### src/rtl/sw_debouncer_if.sv
`default_nettype none
// +-----------------------------------------------------------------------+
// | sw_debouncer_if                                                        |
// | Raw switch input and debounced outputs of the switch debouncer.        |
// | Rev 1.0                                                                |
// +-----------------------------------------------------------------------+
interface sw_debouncer_if #(
  parameter int N_SW = 4
);
  logic [N_SW-1:0] i_sw_raw;
  logic [N_SW-1:0] o_sw;
  logic [N_SW-1:0] o_sw_rise;
  logic [N_SW-1:0] o_sw_fall;
  logic            o_stable;

  modport master (
    output i_sw_raw,
    input  o_sw,
    input  o_sw_rise,
    input  o_sw_fall,
    input  o_stable
  );

  modport slave (
    input  i_sw_raw,
    output o_sw,
    output o_sw_rise,
    output o_sw_fall,
    output o_stable
  );
endinterface
`default_nettype wire

### src/rtl/sw_debouncer.sv
`default_nettype none
// +-----------------------------------------------------------------------+
// | sw_debouncer                                                           |
// | Two-flop synchronizer plus per-bit stability counter for slide         |
// | switches; publishes level, rise/fall pulses and an all-settled flag.  |
// | Rev 1.0                                                                |
// +-----------------------------------------------------------------------+
module sw_debouncer #(
  parameter int N_SW       = 4,
  parameter int DATA_WIDTH = 32,
  parameter int STABLE_CNT = 4
) (
  input  wire logic      clock,
  input  wire logic      i_reset,
  sw_debouncer_if.slave  sw_if
);

  localparam logic [DATA_WIDTH-1:0] c_CNT_LAST = DATA_WIDTH'(STABLE_CNT - 1);

  logic [N_SW-1:0]       s1_q, s1_d;
  logic [N_SW-1:0]       s2_q, s2_d;
  logic [N_SW-1:0]       sw_q, sw_d;
  logic [N_SW-1:0]       rise_q, rise_d;
  logic [N_SW-1:0]       fall_q, fall_d;
  logic [DATA_WIDTH-1:0] cnt_q [N_SW];
  logic [DATA_WIDTH-1:0] cnt_d [N_SW];
  logic [1:0]            vld_q, vld_d;
  logic                  stable_q, stable_d;
  logic [N_SW-1:0]       bit_ok;

  always_comb begin
    s1_d     = sw_if.i_sw_raw;
    s2_d     = s1_q;
    // vld_q[1] marks the synchronizer as holding real samples after reset
    vld_d    = {vld_q[0], 1'b1};
    sw_d     = sw_q;
    rise_d   = '0;
    fall_d   = '0;
    bit_ok   = '0;
    for (int i = 0; i < N_SW; i++) begin
      cnt_d[i]  = '0;
      bit_ok[i] = (s2_q[i] == sw_q[i]) && (cnt_q[i] == '0);
      if (s2_q[i] != sw_q[i]) begin
        if (cnt_q[i] == c_CNT_LAST) begin
          sw_d[i]   = s2_q[i];
          rise_d[i] = s2_q[i];
          fall_d[i] = ~s2_q[i];
        end else begin
          cnt_d[i] = cnt_q[i] + 1'b1;
        end
      end
    end
    stable_d = vld_q[1] && (&bit_ok);
  end

  always_ff @(posedge clock or posedge i_reset) begin
    if (i_reset) begin
      s1_q     <= '0;
      s2_q     <= '0;
      sw_q     <= '0;
      rise_q   <= '0;
      fall_q   <= '0;
      vld_q    <= '0;
      stable_q <= 1'b0;
      for (int i = 0; i < N_SW; i++) begin
        cnt_q[i] <= '0;
      end
    end else begin
      s1_q     <= s1_d;
      s2_q     <= s2_d;
      sw_q     <= sw_d;
      rise_q   <= rise_d;
      fall_q   <= fall_d;
      vld_q    <= vld_d;
      stable_q <= stable_d;
      for (int i = 0; i < N_SW; i++) begin
        cnt_q[i] <= cnt_d[i];
      end
    end
  end

  assign sw_if.o_sw      = sw_q;
  assign sw_if.o_sw_rise = rise_q;
  assign sw_if.o_sw_fall = fall_q;
  assign sw_if.o_stable  = stable_q;

endmodule
`default_nettype wire

### src/flat_wrapper.sv
// flat-port wrapper written by rule: the top's interface ports become plain ports
module sw_debouncer_flat 
#(
  parameter int N_SW       = 4,
  parameter int DATA_WIDTH = 32,
  parameter int STABLE_CNT = 4
)
  (clock, i_reset, sw_if_i_sw_raw, sw_if_o_sw, sw_if_o_sw_rise, sw_if_o_sw_fall, sw_if_o_stable);
  sw_debouncer_if #(.N_SW(N_SW)) sw_if_i ();
  input  wire logic clock;
  input  wire logic i_reset;
  input wire logic [$bits(sw_if_i.i_sw_raw)-1:0] sw_if_i_sw_raw;
  output wire logic [$bits(sw_if_i.o_sw)-1:0] sw_if_o_sw;
  output wire logic [$bits(sw_if_i.o_sw_rise)-1:0] sw_if_o_sw_rise;
  output wire logic [$bits(sw_if_i.o_sw_fall)-1:0] sw_if_o_sw_fall;
  output wire logic [$bits(sw_if_i.o_stable)-1:0] sw_if_o_stable;
  assign sw_if_i.i_sw_raw = sw_if_i_sw_raw;
  assign sw_if_o_sw = sw_if_i.o_sw;
  assign sw_if_o_sw_rise = sw_if_i.o_sw_rise;
  assign sw_if_o_sw_fall = sw_if_i.o_sw_fall;
  assign sw_if_o_stable = sw_if_i.o_stable;
  sw_debouncer #(.N_SW(N_SW), .DATA_WIDTH(DATA_WIDTH), .STABLE_CNT(STABLE_CNT)) u_core (.clock(clock), .i_reset(i_reset), .sw_if(sw_if_i));
endmodule
### config.mk
export PLATFORM = sky130hd
export DESIGN_NAME = sw_debouncer_flat
export DESIGN_NICKNAME = d
export VERILOG_FILES = /design/src/rtl/sw_debouncer_if.sv /design/src/rtl/sw_debouncer.sv /design/src/flat_wrapper.sv
export SDC_FILE = /design/constraint.sdc
export NUM_CORES = 1
export LEC_CHECK = 0
export ABC_AREA = 1
export BUFFER_PORTS_ARGS = -buffer_cell sky130_fd_sc_hd__buf_2
export CAP_MARGIN = 10
export CORE_MARGIN = 2
export CORE_UTILIZATION = 45
export DETAILED_ROUTE_END_ITERATION = 6
export PLACE_DENSITY_LB_ADDON = 0.12
export SYNTH_ARGS = -nofsm -noshare
export SYNTH_HDL_FRONTEND = slang
export SYNTH_SLANG_ARGS = --single-unit
### constraint.sdc
create_clock -name clock -period 7.7 [get_ports clock]
set_input_delay 1.925 -clock clock [delete_from_list [all_inputs] [get_ports clock]]
set_output_delay 1.925 -clock clock [all_outputs]
set_load 0.01 [all_outputs]
==> summary.txt, run 1 <==
Outcome
  – Status: completed

Timing
  – Min Tclk post-route: 3.01 ns
  – Final max-slew violation count: 0
  – # setup viols final: 0
  – Least-Margin Pin Slew: 1.04 ns
  – Worst clock skew: 0.0132 ns
  – Final hold violations: 0
  – RSZ-0062 raised after global routing: false
  – Min Hold Slack: 0.349 ns
  – Setup_tns: 0 ns
  – Tcrit/Tclk final: 39.1%
  – Max_slew headroom: 30.3%
  – FMAX: 332 MHz

Critical path
  – Cell Chain, Critical Path: buf_2 > inv_6 > buf_4
  – Critical Path Source Type: primary input
  – Critical-path top delay cell: buf_4
  – Crit end category: async pin
  – Setup CP Type: primary input to async pin
  – Setup crit start: i_reset
  – Largest delay contributor family on the critical path: buffers and inverters
  – CP max FO: 77
  – Data required, critical path: 8.12 ns
  – Arrival time at the worst endpoint: 3.43 ns
  – Launch point of the worst reg-to-reg path: u_core.cnt_q[32]
  – Max incr delay on CP: 0.87 ns
  – Buffers & Inverters on Critical Path: 3

Route
  – Drt initial violations: 514
  – Max layer used: met4
  – Via density: 4.70
  – WL/cell: 12.6 um
  – ANT nets after route: 0
  – Vias: 7611
  – Post-route DRC: 0
  – Wire length on met2: 8810 um
  – Metal3 WL: 705 um
  – DRT met1 WL: 10400 um
  – Routed WL: 20400 um
  – TritonRoute pass-1 iters: 5

Clocking
  – Clk sinks: 151
  – CTS tree: built
  – Hold_buf cts: 0
  – Post-CTS sizing: 0
  – Clk_lat worst skew: 0.43 ns
  – CTS Buf Count: 17
  – Clk root buf: clkbuf_16
  – CTS H-tree depth: 4
  – Clock-pin slew on the worst setup and hold paths: 0.06 ns
  – Max clock buf depth: 2
  – Post-CTS setup buffers: 0

Final layout
  – Ant. Diodes: 0
  – Final nets: 1358
  – Multi-input logic area: 0.00459 mm2
  – Final core utilization: 51.0%
  – Sequential Area: 0.00378 mm2
  – Area growth, synth to finish: 11.2%
  – Finished Layout Cells: 1620
  – Layout cell share with drive strength beyond 1: 8.12%
  – Fillers: 1975

Power and ir drop
  – Tot Pwr: 1.99 mW
  – Worst vdd ir: 0.000148 V
  – PwrDens: 201 mW/mm2
  – Static leakage: 4.21 nW

Synthesis
  – Multiplexer share of the synthesized area: 0%
  – Yosys reg bits: 151
  – Simple-Gate Fraction of Synth Area: 44.4%
  – Synth top area cells: dfrtp_1 (43%), nand2_1 (19%), nor2_1 (16%)
  – Mapped Nets: 1332
  – Adder-Cell Fraction of Synth Area: 1.13%
  – Yosys warns: 0
  – Complex-gate fraction of the synthesized area: 0.282%
  – Top cell type's share of synthesized area: 42.5%
  – Largest family of logic cells by synthesized area: simple AND/OR/NAND/NOR gates
  – Post-synthesis cell count: 1318
  – Cell variety after synth: 21
  – Area of the mapped netlist: 0.00889 mm2
  – Synth area leader: dfrtp_1
  – Synth Area in XOR/XNOR: 5.81%
  – Synth Area per Inst: 6.74 um2
  – Seq/Total Area, Yosys: 42.5%

Worst hold path
  – Hold Crit Class: register to register
  – HP Start: u_core.vld_q[0]

Global routing
  – First-pass GRT wire length: 34700 um
  – Antenna violations before repair: 0
  – GRT Total Usage: 21.1%
  – Pin count of the biggest net entering global routing: 78
  – Gr ovfl total: 0
  – Vias in the first global route: 7222

Die
  – Die Ht: 145 um
  – Core Region: 0.0194 mm2
  – I/O pin cnt: 19
  – Row cnt: 51
  – Initial Util: 45.8%
  – Die width: 145 um
  – Die area: 0.0209 mm2

Placed design
  – Placed cell count: 1590
  – Gp weighted congestion: 0.895
  – I/O Buffers: 18
  – Post-DP HPWL: 15100 um

Run
  – Max-Cap Viols: 0
-- worst paths after layout --
path	endpoint	slack, ns	cells past startpoint
max in group clock	sw_if_o_sw[0]	4.79	1
min	u_core.vld_q[1]	0.35	0
min reg2reg	u_core.vld_q[1]	0.35	0
max	u_core.cnt_q[95]	4.69	3
max reg2reg	u_core.cnt_q[48]	5.94	7
min in group asynchronous	u_core.s1_q[3]	1.60	2
-- flip-flops by register name, indices dropped and copies added, names as in the netlist --
signal and count:
u_core.s2_q 4, u_core.cnt_q 128, u_core.vld_q 2, u_core.sw_if.o_stable 1
u_core.sw_if.o_sw_fall 4, u_core.s1_q 4, u_core.sw_if.o_sw_rise 4, u_core.sw_if.o_sw 4
-- area by class of cell --
| type | count | area share, % |
|---|---|---|
| repair buffers | 19 | 0.987 |
| inverters | 126 | 4.84 |
| well taps | 265 | 3.35 |
| flip-flops and latches | 151 | 38.2 |
| clock buffers | 21 | 4.66 |
| multi-input cells | 1029 | 46.4 |
| clock inverters | 9 | 1.51 |
-- kinds of logic after synthesis --
| family | Yosys count |
|---|---|
| simple gates | 956 |
| flops | 151 |
| buf+inv | 138 |
| xor+xnor | 59 |
| fa+ha+maj | 8 |
| compound gates | 5 |
| other cells | 1 |
-- worst reg2reg max path, cell delays in order (launching register included) --
cell and delay (ns):
dfrtp_1 0.46, ha_1 0.33, inv_2 0.08, nor2_4 0.16, nand2_1 0.17, nor2_2 0.20
xor2_1 0.16, nor2_1 0.05
-- report_power, final --
| part | total (mW) | internal, mW | switching [mW] |
|---|---|---|---|
| registers | 0.867 | 0.828 | 0.0389 |
| logic | 0.245 | 0.0598 | 0.185 |
| clock network | 0.877 | 0.554 | 0.323 |
| total | 1.99 | 1.44 | 0.547 |
-- cell usage in the layout (no fill, tap or decap), types with 4 or more instances in the layout --
master     instances
clkbuf_16         17
buf_2             18
nand2_2           11
xnor2_1           30
inv_1            118
xor2_1            29
o21ai_0            5
dfrtp_1          151
inv_2              7
clkinv_2           4
nand3b_1           4
nand2_1          442
ha_1               8
bufinv_16          4
nor2_2            26
nor2_4            14
nor2_1           368
nand3_1           73
nor3_1             8
nand4_1            6
-- routing by layer --
layer	GRT usage, %	vias to the layer above
met4	6.80	0
met1	30.4	3425
met2	32.5	117
met3	3.71	35
li1	-	4034
met5	0	-
-- stage by stage --
step,worst slack [ns],area (um2)
3_5_place_dp,4.09,9280
5_1_grt,4.33,9880
4_1_cts,4.55,9880
3_3_place_gp,4.09,9280
2_1_floorplan,1.71,8890
6_report,4.69,9880
-- synth_stat cells --
| library cell | count |
|---|---|
| xor2_1 | 29 |
| dfrtp_1 | 151 |
| nor2_1 | 368 |
| xnor2_1 | 30 |
| nor3_1 | 8 |
| nand3_1 | 73 |
| ha_1 | 8 |
| nand2_1 | 442 |
| buf_2 | 1 |
| inv_2 | 7 |
| nor2_4 | 14 |
| conb_1 | 1 |
| inv_1 | 119 |
| clkbuf_1 | 11 |
| nor2_2 | 26 |
| nand4_1 | 6 |
| o21ai_0 | 5 |
| nand3_2 | 3 |
| nand3b_1 | 4 |
| nand2_4 | 1 |
| nand2_2 | 11 |
Power figures use the tool's default switching activity.
==> inputs of run 2 (changes only) <==
==> constraint.sdc (replaced) <==
create_clock -name clock -period 2.6 [get_ports clock]
set_input_delay 0.65 -clock clock [delete_from_list [all_inputs] [get_ports clock]]
set_output_delay 0.65 -clock clock [all_outputs]
set_load 0.01 [all_outputs]
==> run 2 against run 1 <==
Net effect: sequential power rose to 3.0 times the previous value; largest cell class unchanged; final cell count increased by 0.31%; largest power group unchanged; worst setup slack worse by 3.8 ns; flip-flop and latch count is the same; global-route usage up 0.64 points; highest routed layer unchanged.
==> summary.txt, run 2 (synthesis results as in run 1) <==
Final layout
  – Final nets: 1362 (was 1358)
  – Sequential Area: 0.00378 mm2 (unchanged)
  – Area growth, synth to finish: 12.0% (was 11.2%)
  – Multi-input logic area: 0.00459 mm2 (unchanged)
  – Fillers: 1987 (was 1975)
  – Commonest non-fill, non-tap cells in the layout: nand2_1 (442), nor2_1 (368), dfrtp_1 (151) (unchanged)
  – Max reg flops: 128 (unchanged)
  – Layout cell share with drive strength beyond 1: 8.46% (was 8.12%)
  – Largest reg by FF count: u_core.cnt_q (unchanged)
  – Final core utilization: 51.3% (was 51.0%)
  – Most common cell after layout, fill and taps aside: nand2_1 (unchanged)
  – Ant. Diodes: 0 (unchanged)

Die
  – I/O pin cnt: 19 (unchanged)
  – Row cnt: 51 (unchanged)
  – Die area: 0.0209 mm2 (unchanged)
  – Core Region: 0.0194 mm2 (unchanged)
  – Die Ht: 145 um (unchanged)
  – Die width: 145 um (unchanged)
  – Initial Util: 45.8% (unchanged)

Clocking
  – Clk root buf: clkbuf_16 (unchanged)
  – CTS H-tree depth: 4 (unchanged)
  – Post-CTS setup buffers: 0 (unchanged)
  – Clock-pin slew on the worst setup and hold paths: 0.06 ns (about the same)
  – Clk sinks: 151 (unchanged)
  – Clk_lat worst skew: 0.42 ns (was 0.43 ns)
  – CTS tree: built (unchanged)
  – Hold_buf cts: 0 (unchanged)
  – Max clock buf depth: 2 (unchanged)
  – CTS Buf Count: 17 (unchanged)
  – Post-CTS sizing: 0 (unchanged)

Worst hold path
  – Hold Crit Class: primary input to register (was register to register)

Timing
  – Least-Margin Pin Slew: 0.831 ns (was 1.04 ns)
  – Final hold violations: 0 (unchanged)
  – RSZ-0062 raised after global routing: false (unchanged)
  – Max_slew headroom: 44.6% (was 30.3%)
  – Worst clock skew: 0.00818 ns (was 0.0132 ns)
  – FMAX: 592 MHz
  – Min Tclk post-route: 1.69 ns
  – Min Hold Slack: 0.330 ns (was 0.349 ns)
  – Setup_tns: 0 ns (unchanged)
  – Final max-slew violation count: 0 (unchanged)
  – Tcrit/Tclk final: 65.0%
  – # setup viols final: 0 (unchanged)

Global routing
  – Antenna violations before repair: 0 (unchanged)
  – First-pass GRT wire length: 35700 um (was 34700 um)
  – Pin count of the biggest net entering global routing: 152 (was 78)
  – GRT Total Usage: 21.8% (was 21.1%)
  – Gr ovfl total: 0 (unchanged)
  – Vias in the first global route: 7311 (was 7222)

Placed design
  – Gp weighted congestion: 0.917 (was 0.895)
  – I/O Buffers: 18 (unchanged)
  – Post-DP HPWL: 15600 um (was 15100 um)

Critical path
  – Critical-path top delay cell: dfrtp_1 (was buf_4)
  – Setup CP Type: register to register (was primary input to async pin)
  – Critical Path Source Type: register (was primary input)
  – Crit end category: register (was async pin)
  – CP max FO: 6 (was 77)
  – Cell Chain, Critical Path: ha_1 > nand3_2 > nor2_2 > inv_2 > nor2_4 > nand3_1 > nand2_1 > nor2_1 (was buf_2 > inv_6 > buf_4)
  – Data required, critical path: 2.90 ns (was 8.12 ns)
  – Arrival time at the worst endpoint: 1.99 ns (was 3.43 ns)
  – Max incr delay on CP: 0.45 ns (was 0.87 ns)

Power and ir drop
  – PwrDens: 604 mW/mm2 (was 201 mW/mm2)
  – Static leakage: 4.24 nW (was 4.21 nW)
  – Worst vdd ir: 0.000568 V (was 0.000148 V)

Route
  – Post-route DRC: 0 (unchanged)
  – WL/cell: 12.9 um (was 12.6 um)
  – Routed WL: 21000 um (was 20400 um)
  – ANT nets after route: 0 (unchanged)
  – Drt initial violations: 413 (was 514)
  – Vias: 7625 (was 7611)
  – TritonRoute pass-1 iters: 4 (was 5)
  – Via density: 4.69 (was 4.70)

Run
  – Max-Cap Viols: 0 (unchanged)

Outcome
  – Status: completed (unchanged)
==> run 2: layer usage <==
metal	vias to the layer above	GRT usage, %	routed length (um)
met4	0	5.26	201
met2	128	34.6	9340
met1	3442	30.8	10600
met3	15	4.17	803
met5	-	0	0
li1	4040	-	-
==> run 2: power breakdown <==
group	internal [mW]	switching, mW	leakage, nW
Clock	1.70	0.983	0.307
Combinational	0.209	0.551	1.86
Sequential	2.45	0.118	2.07
==> run 2: final timing paths <==
path                                    from               end  slack, ns  cells past startpoint
max                         u_core.cnt_q[64]  u_core.cnt_q[94]       0.91                      8
min                        sw_if_i_sw_raw[0]    u_core.s1_q[0]       0.33                      1
max reg2reg                 u_core.cnt_q[64]  u_core.cnt_q[94]       0.91                      8
min reg2reg                   u_core.s1_q[1]    u_core.s2_q[1]       0.35                      0
max in group asynchronous            i_reset   u_core.cnt_q[2]       1.54                      3
min in group asynchronous            i_reset    u_core.s1_q[3]       0.43                      3
==> run 2: cell type report <==
cell class              instances  share of cell area [%]
multi-input cells            1029                    46.1
clock inverters                12                    2.04
well taps                     265                    3.33
clock buffers                  19                    4.35
inverters                     126                    4.79
repair buffers                 23                    1.41
flip-flops and latches        151                    38.0
==> run 2: worst max-delay path: cells and delay by family, from the launching register on <==
kind / cells / cell delay [ns]
and+or+nand+nor: 6 / 0.73
DFF: 1 / 0.45
adders and majority gates: 1 / 0.31
buffers and inverters: 1 / 0.07
==> run 2: metrics by stage <==
stage	instance area, um2	total power, mW	setup WS [ns]	instances
6_report	9950	6.01	0.910	1625
5_1_grt	9950	6.32	0.762	1625
4_1_cts	9950	6.11	0.913	1625
3_5_place_dp	9320	3.39	0.943	1594
3_3_place_gp	9320	3.37	1.02	1594
2_1_floorplan	8890	3.14	0.0470	1318
==> inputs of run 3 (changes only) <==
--- a/config.mk
+++ b/config.mk
@@ -5,7 +5,7 @@
 export SDC_FILE = /design/constraint.sdc
 export NUM_CORES = 1
 export LEC_CHECK = 0
-export ABC_AREA = 1
+export ABC_AREA = 0
 export BUFFER_PORTS_ARGS = -buffer_cell sky130_fd_sc_hd__buf_2
 export CAP_MARGIN = 10
 export CORE_MARGIN = 2
==> constraint.sdc (replaced) <==
create_clock -name clock -period 1.55 [get_ports clock]
set_input_delay 0.3875 -clock clock [delete_from_list [all_inputs] [get_ports clock]]
set_output_delay 0.3875 -clock clock [all_outputs]
set_load 0.01 [all_outputs]
==> run 3 against run 2 <==
Net effect: the flow now finishes with violations (negative setup slack); core utilization rose by 26 points; area after synthesis fell by 17%; critical path depth fell by 2; worst setup slack got worse by 1.3 ns; combinational power rose to 6.2 times the previous value; synthesized cell count fell by 45%; final cell count fell by 25%; design area rose by 24%; clock skew barely moved; non-clock buffer count rose by 245; largest cell class unchanged; largest power group is now combinational logic.
==> summary.txt, run 3 <==
Clocking
  – CTS Buf Count: 17 (unchanged)
  – CTS H-tree depth: 4 (unchanged)
  – Hold_buf cts: 0 (unchanged)
  – Clock-pin slew on the worst setup and hold paths: 0.07 ns (was 0.06 ns)
  – Max clock buf depth: 2 (unchanged)
  – Clk sinks: 151 (unchanged)
  – CTS tree: built (unchanged)
  – Clk root buf: clkbuf_16 (unchanged)
  – Clk_lat worst skew: 0.43 ns (was 0.42 ns)

Critical path
  – Critical-path top delay cell: or4_4 (was dfrtp_1)
  – Setup CP Type: register to register (unchanged)
  – Largest delay contributor family on the critical path: simple AND/OR/NAND/NOR gates (unchanged)
  – Worst r2r path cells: 6 (was 8)
  – Cell Chain, Critical Path: nor4_2 > nand2_1 > or4_4 > nand2_8 > clkbuf_16 > nor2_2 (was ha_1 > nand3_2 > nor2_2 > inv_2 > nor2_4 > nand3_1 > nand2_1 > nor2_1)
  – Launch point of the worst reg-to-reg path: u_core.cnt_q[122] (was u_core.cnt_q[64])
  – CP max FO: 6 (unchanged)
  – Arrival time at the worst endpoint: 2.21 ns (was 1.99 ns)
  – Crit Reg-Reg Endpoint: u_core.cnt_q[109] (was u_core.cnt_q[94])
  – Max incr delay on CP: 0.59 ns (was 0.45 ns)
  – Buffers & Inverters on Critical Path: 1 (unchanged)
  – CP Depth: 6 (was 8)
  – Critical Path Source Type: register (unchanged)
  – Data required, critical path: 1.86 ns (was 2.90 ns)
  – Setup crit start: u_core.cnt_q[122] (was u_core.cnt_q[64])
  – Crit end category: register (unchanged)
  – R2R setup slack: -0.36 ns (was 0.91 ns)

Route
  – WL/cell: 18.5 um (was 12.9 um)
  – Routed WL: 22600 um (was 21000 um)
  – TritonRoute pass-1 iters: 4 (unchanged)
  – Via density: 5.34 (was 4.69)
  – ANT nets after route: 0 (unchanged)
  – Post-route DRC: 0 (unchanged)
  – Vias: 6518 (was 7625)
  – Drt initial violations: 369 (was 413)

Timing
  – Setup_tns: -29.72 ns (was 0 ns)
  – # setup viols final: 140 (was 0)
  – FMAX: 524 MHz (was 592 MHz)
  – RSZ-0062 raised after global routing: true (was false)
  – Final hold violations: 0 (unchanged)
  – Tcrit/Tclk final: 123% (was 65.0%)
  – Worst clock skew: 0.00822 ns (was 0.00818 ns)
  – Min Tclk post-route: 1.91 ns (was 1.69 ns)
  – Min Hold Slack: 0.0632 ns (was 0.330 ns)
  – Final max-slew violation count: 0 (unchanged)
  – Fin worst setup slack: -0.358 ns (was 0.910 ns)

Placed design
  – Area after DPL: 0.00944 mm2 (was 0.00932 mm2)
  – Placed cell count: 1129 (was 1594)
  – I/O Buffers: 18 (unchanged)
  – Gp weighted congestion: 0.798 (was 0.917)
  – Post-Place Setup Slack: -0.354 ns (was 0.943 ns)
  – Post-DP HPWL: 12000 um (was 15600 um)

Die
  – Core Region: 0.0159 mm2 (was 0.0194 mm2)
  – Die Ht: 132 um (was 145 um)
  – Initial Util: 46.1% (was 45.8%)
  – I/O pin cnt: 19 (unchanged)
  – Die area: 0.0174 mm2 (was 0.0209 mm2)
  – Row cnt: 46 (was 51)
  – Die width: 132 um (was 145 um)

Final layout
  – Cell area after layout: 0.0123 mm2 (was 0.00995 mm2)
  – Fillers: 979 (was 1987)
  – Layout cell share with drive strength beyond 1: 57.2% (was 8.46%)
  – Most common cell after layout, fill and taps aside: buf_4 (was nand2_1)
  – Finished Layout Cells: 1221 (was 1625)
  – Largest reg by FF count: u_core.cnt_q (unchanged)
  – Final core utilization: 77.4% (was 51.3%)
  – Commonest non-fill, non-tap cells in the layout: buf_4 (197), dfrtp_1 (132), nor2_4 (66) (was nand2_1 (442), nor2_1 (368), dfrtp_1 (151))
  – Final nets: 1005 (was 1362)
  – Area growth, synth to finish: 67.8% (was 12.0%)
  – Max reg flops: 128 (unchanged)

Run
  – Max-Cap Viols: 0 (unchanged)

Outcome
  – Violated checks: negative setup slack
  – Status: finished, violations left (was completed)

Synthesis
  – Yosys reg bits: 151 (unchanged)
  – Synth Area in XOR/XNOR: 14.4% (was 5.81%)
  – Async SR Flop Fraction: 100% (unchanged)
  – Seq/Total Area, Yosys: 51.4% (was 42.5%)
  – Cell variety after synth: 39 (was 21)
  – Synth area leader: dfrtp_1 (unchanged)
  – Multiplexer share of the synthesized area: 0.613% (was 0%)
  – Largest family of logic cells by synthesized area: simple AND/OR/NAND/NOR gates (unchanged)
  – Post-synthesis cell count: 725 (was 1318)
  – Area of the mapped netlist: 0.00735 mm2 (was 0.00889 mm2)
  – Adder-Cell Fraction of Synth Area: 1.36% (was 1.13%)
  – Synth top area cells: dfrtp_1 (51%), xor2_1 (9.1%), nor2_1 (7.1%) (was dfrtp_1 (43%), nand2_1 (19%), nor2_1 (16%))
  – Mapped Nets: 739 (was 1332)
  – Yosys warns: 0 (unchanged)
  – Most common cell in the netlist: dfrtp_1 (was nand2_1)
  – Synth Area per Inst: 10.1 um2 (was 6.74 um2)
  – Simple-Gate Fraction of Synth Area: 28.9% (was 44.4%)
  – Top cell type's share of synthesized area: 51.4% (was 42.5%)
  – Synth top cells by count: dfrtp_1 (151), nor2_1 (139), xor2_1 (76) (was nand2_1 (442), nor2_1 (368), dfrtp_1 (151))
  – Dominant synthesized flop cell: dfrtp_1 (unchanged)
  – Complex-gate fraction of the synthesized area: 0.477% (was 0.282%)
  – Post-synth EDFFs: 0 (unchanged)

Global routing
  – Gr ovfl total: 0 (unchanged)
  – Pin count of the biggest net entering global routing: 78 (was 152)
  – First-pass GRT wire length: 33300 um (was 35700 um)
  – Antenna violations before repair: 1 (was 0)
  – Vias in the first global route: 6694 (was 7311)
  – GRT Total Usage: 24.0% (was 21.8%)

Worst hold path
  – Hold Crit Class: primary input to async pin (was primary input to register)

Power and ir drop
  – Static leakage: 5.47 nW (was 4.24 nW)
  – Tot Pwr: 13.4 mW (was 6.01 mW)
  – Worst vdd ir: 0.000965 V (was 0.000568 V)
  – PwrDens: 1090 mW/mm2 (was 604 mW/mm2)
==> run 3: worst max path at each step <==
stage / end / slack [ns]
final: u_core.cnt_q[109] / -0.36
after global routing: u_core.cnt_q[104] / -0.43
after CTS: u_core.cnt_q[107] / -0.32
after detailed placement: u_core.cnt_q[107] / -0.35
after global placement: u_core.cnt_q[122] / -0.29
after floorplan: u_core.cnt_q[0] / -0.74
==> run 3: routing by layer <==
layer / part of all wire (%) / track usage [%] / routed length, um
met1: 40 / 30.0 / 9100
met2: 54 / 41.7 / 12300
met3: 3.0 / 4.84 / 681
met4: 2.4 / 8.15 / 544
met5: 0 / 0 / 0
==> run 3: area by class of cell <==
class | instances | area [um2] | area share [%]
clock inverters | 14 | 173 | 1.40
well taps | 216 | 270 | 2.19
clock buffers | 18 | 439 | 3.56
diodes | 1 | 2.50 | 0.0203
flip-flops and latches | 151 | 3800 | 30.8
repair buffers | 268 | 2440 | 19.8
multi-input cells | 534 | 5130 | 41.6
inverters | 19 | 75.1 | 0.609
==> run 3: worst register-to-register path: stages, from the launching register on <==
cell and delay, ns:
dfrtp_1 0.39, nor4_2 0.32, nand2_1 0.15, or4_4 0.59, nand2_8 0.14, clkbuf_16 0.16, nor2_2 0.04
==> run 3: timing repair <==
item                       in CTS  in global routing
buffers inserted               34                 25
pin swaps                      57                116
gates cloned                    9                  3
resized for setup             147                249
setup endpoints to repair     140                143
==> run 3: where the power goes <==
| part | switching, mW | internal [mW] |
|---|---|---|
| Clock | 1.74 | 2.59 |
| Combinational | 2.57 | 2.18 |
| Sequential | 0.201 | 4.15 |
| Total | 4.52 | 8.91 |
==> run 3: cells by family after synthesis <==
| logic type | count (synthesis) |
|---|---|
| mux | 4 |
| other cells | 1 |
| compound gates | 6 |
| buf+inv | 40 |
| fa+ha+maj | 8 |
| flops | 151 |
| xor+xnor | 121 |
| simple gates | 394 |
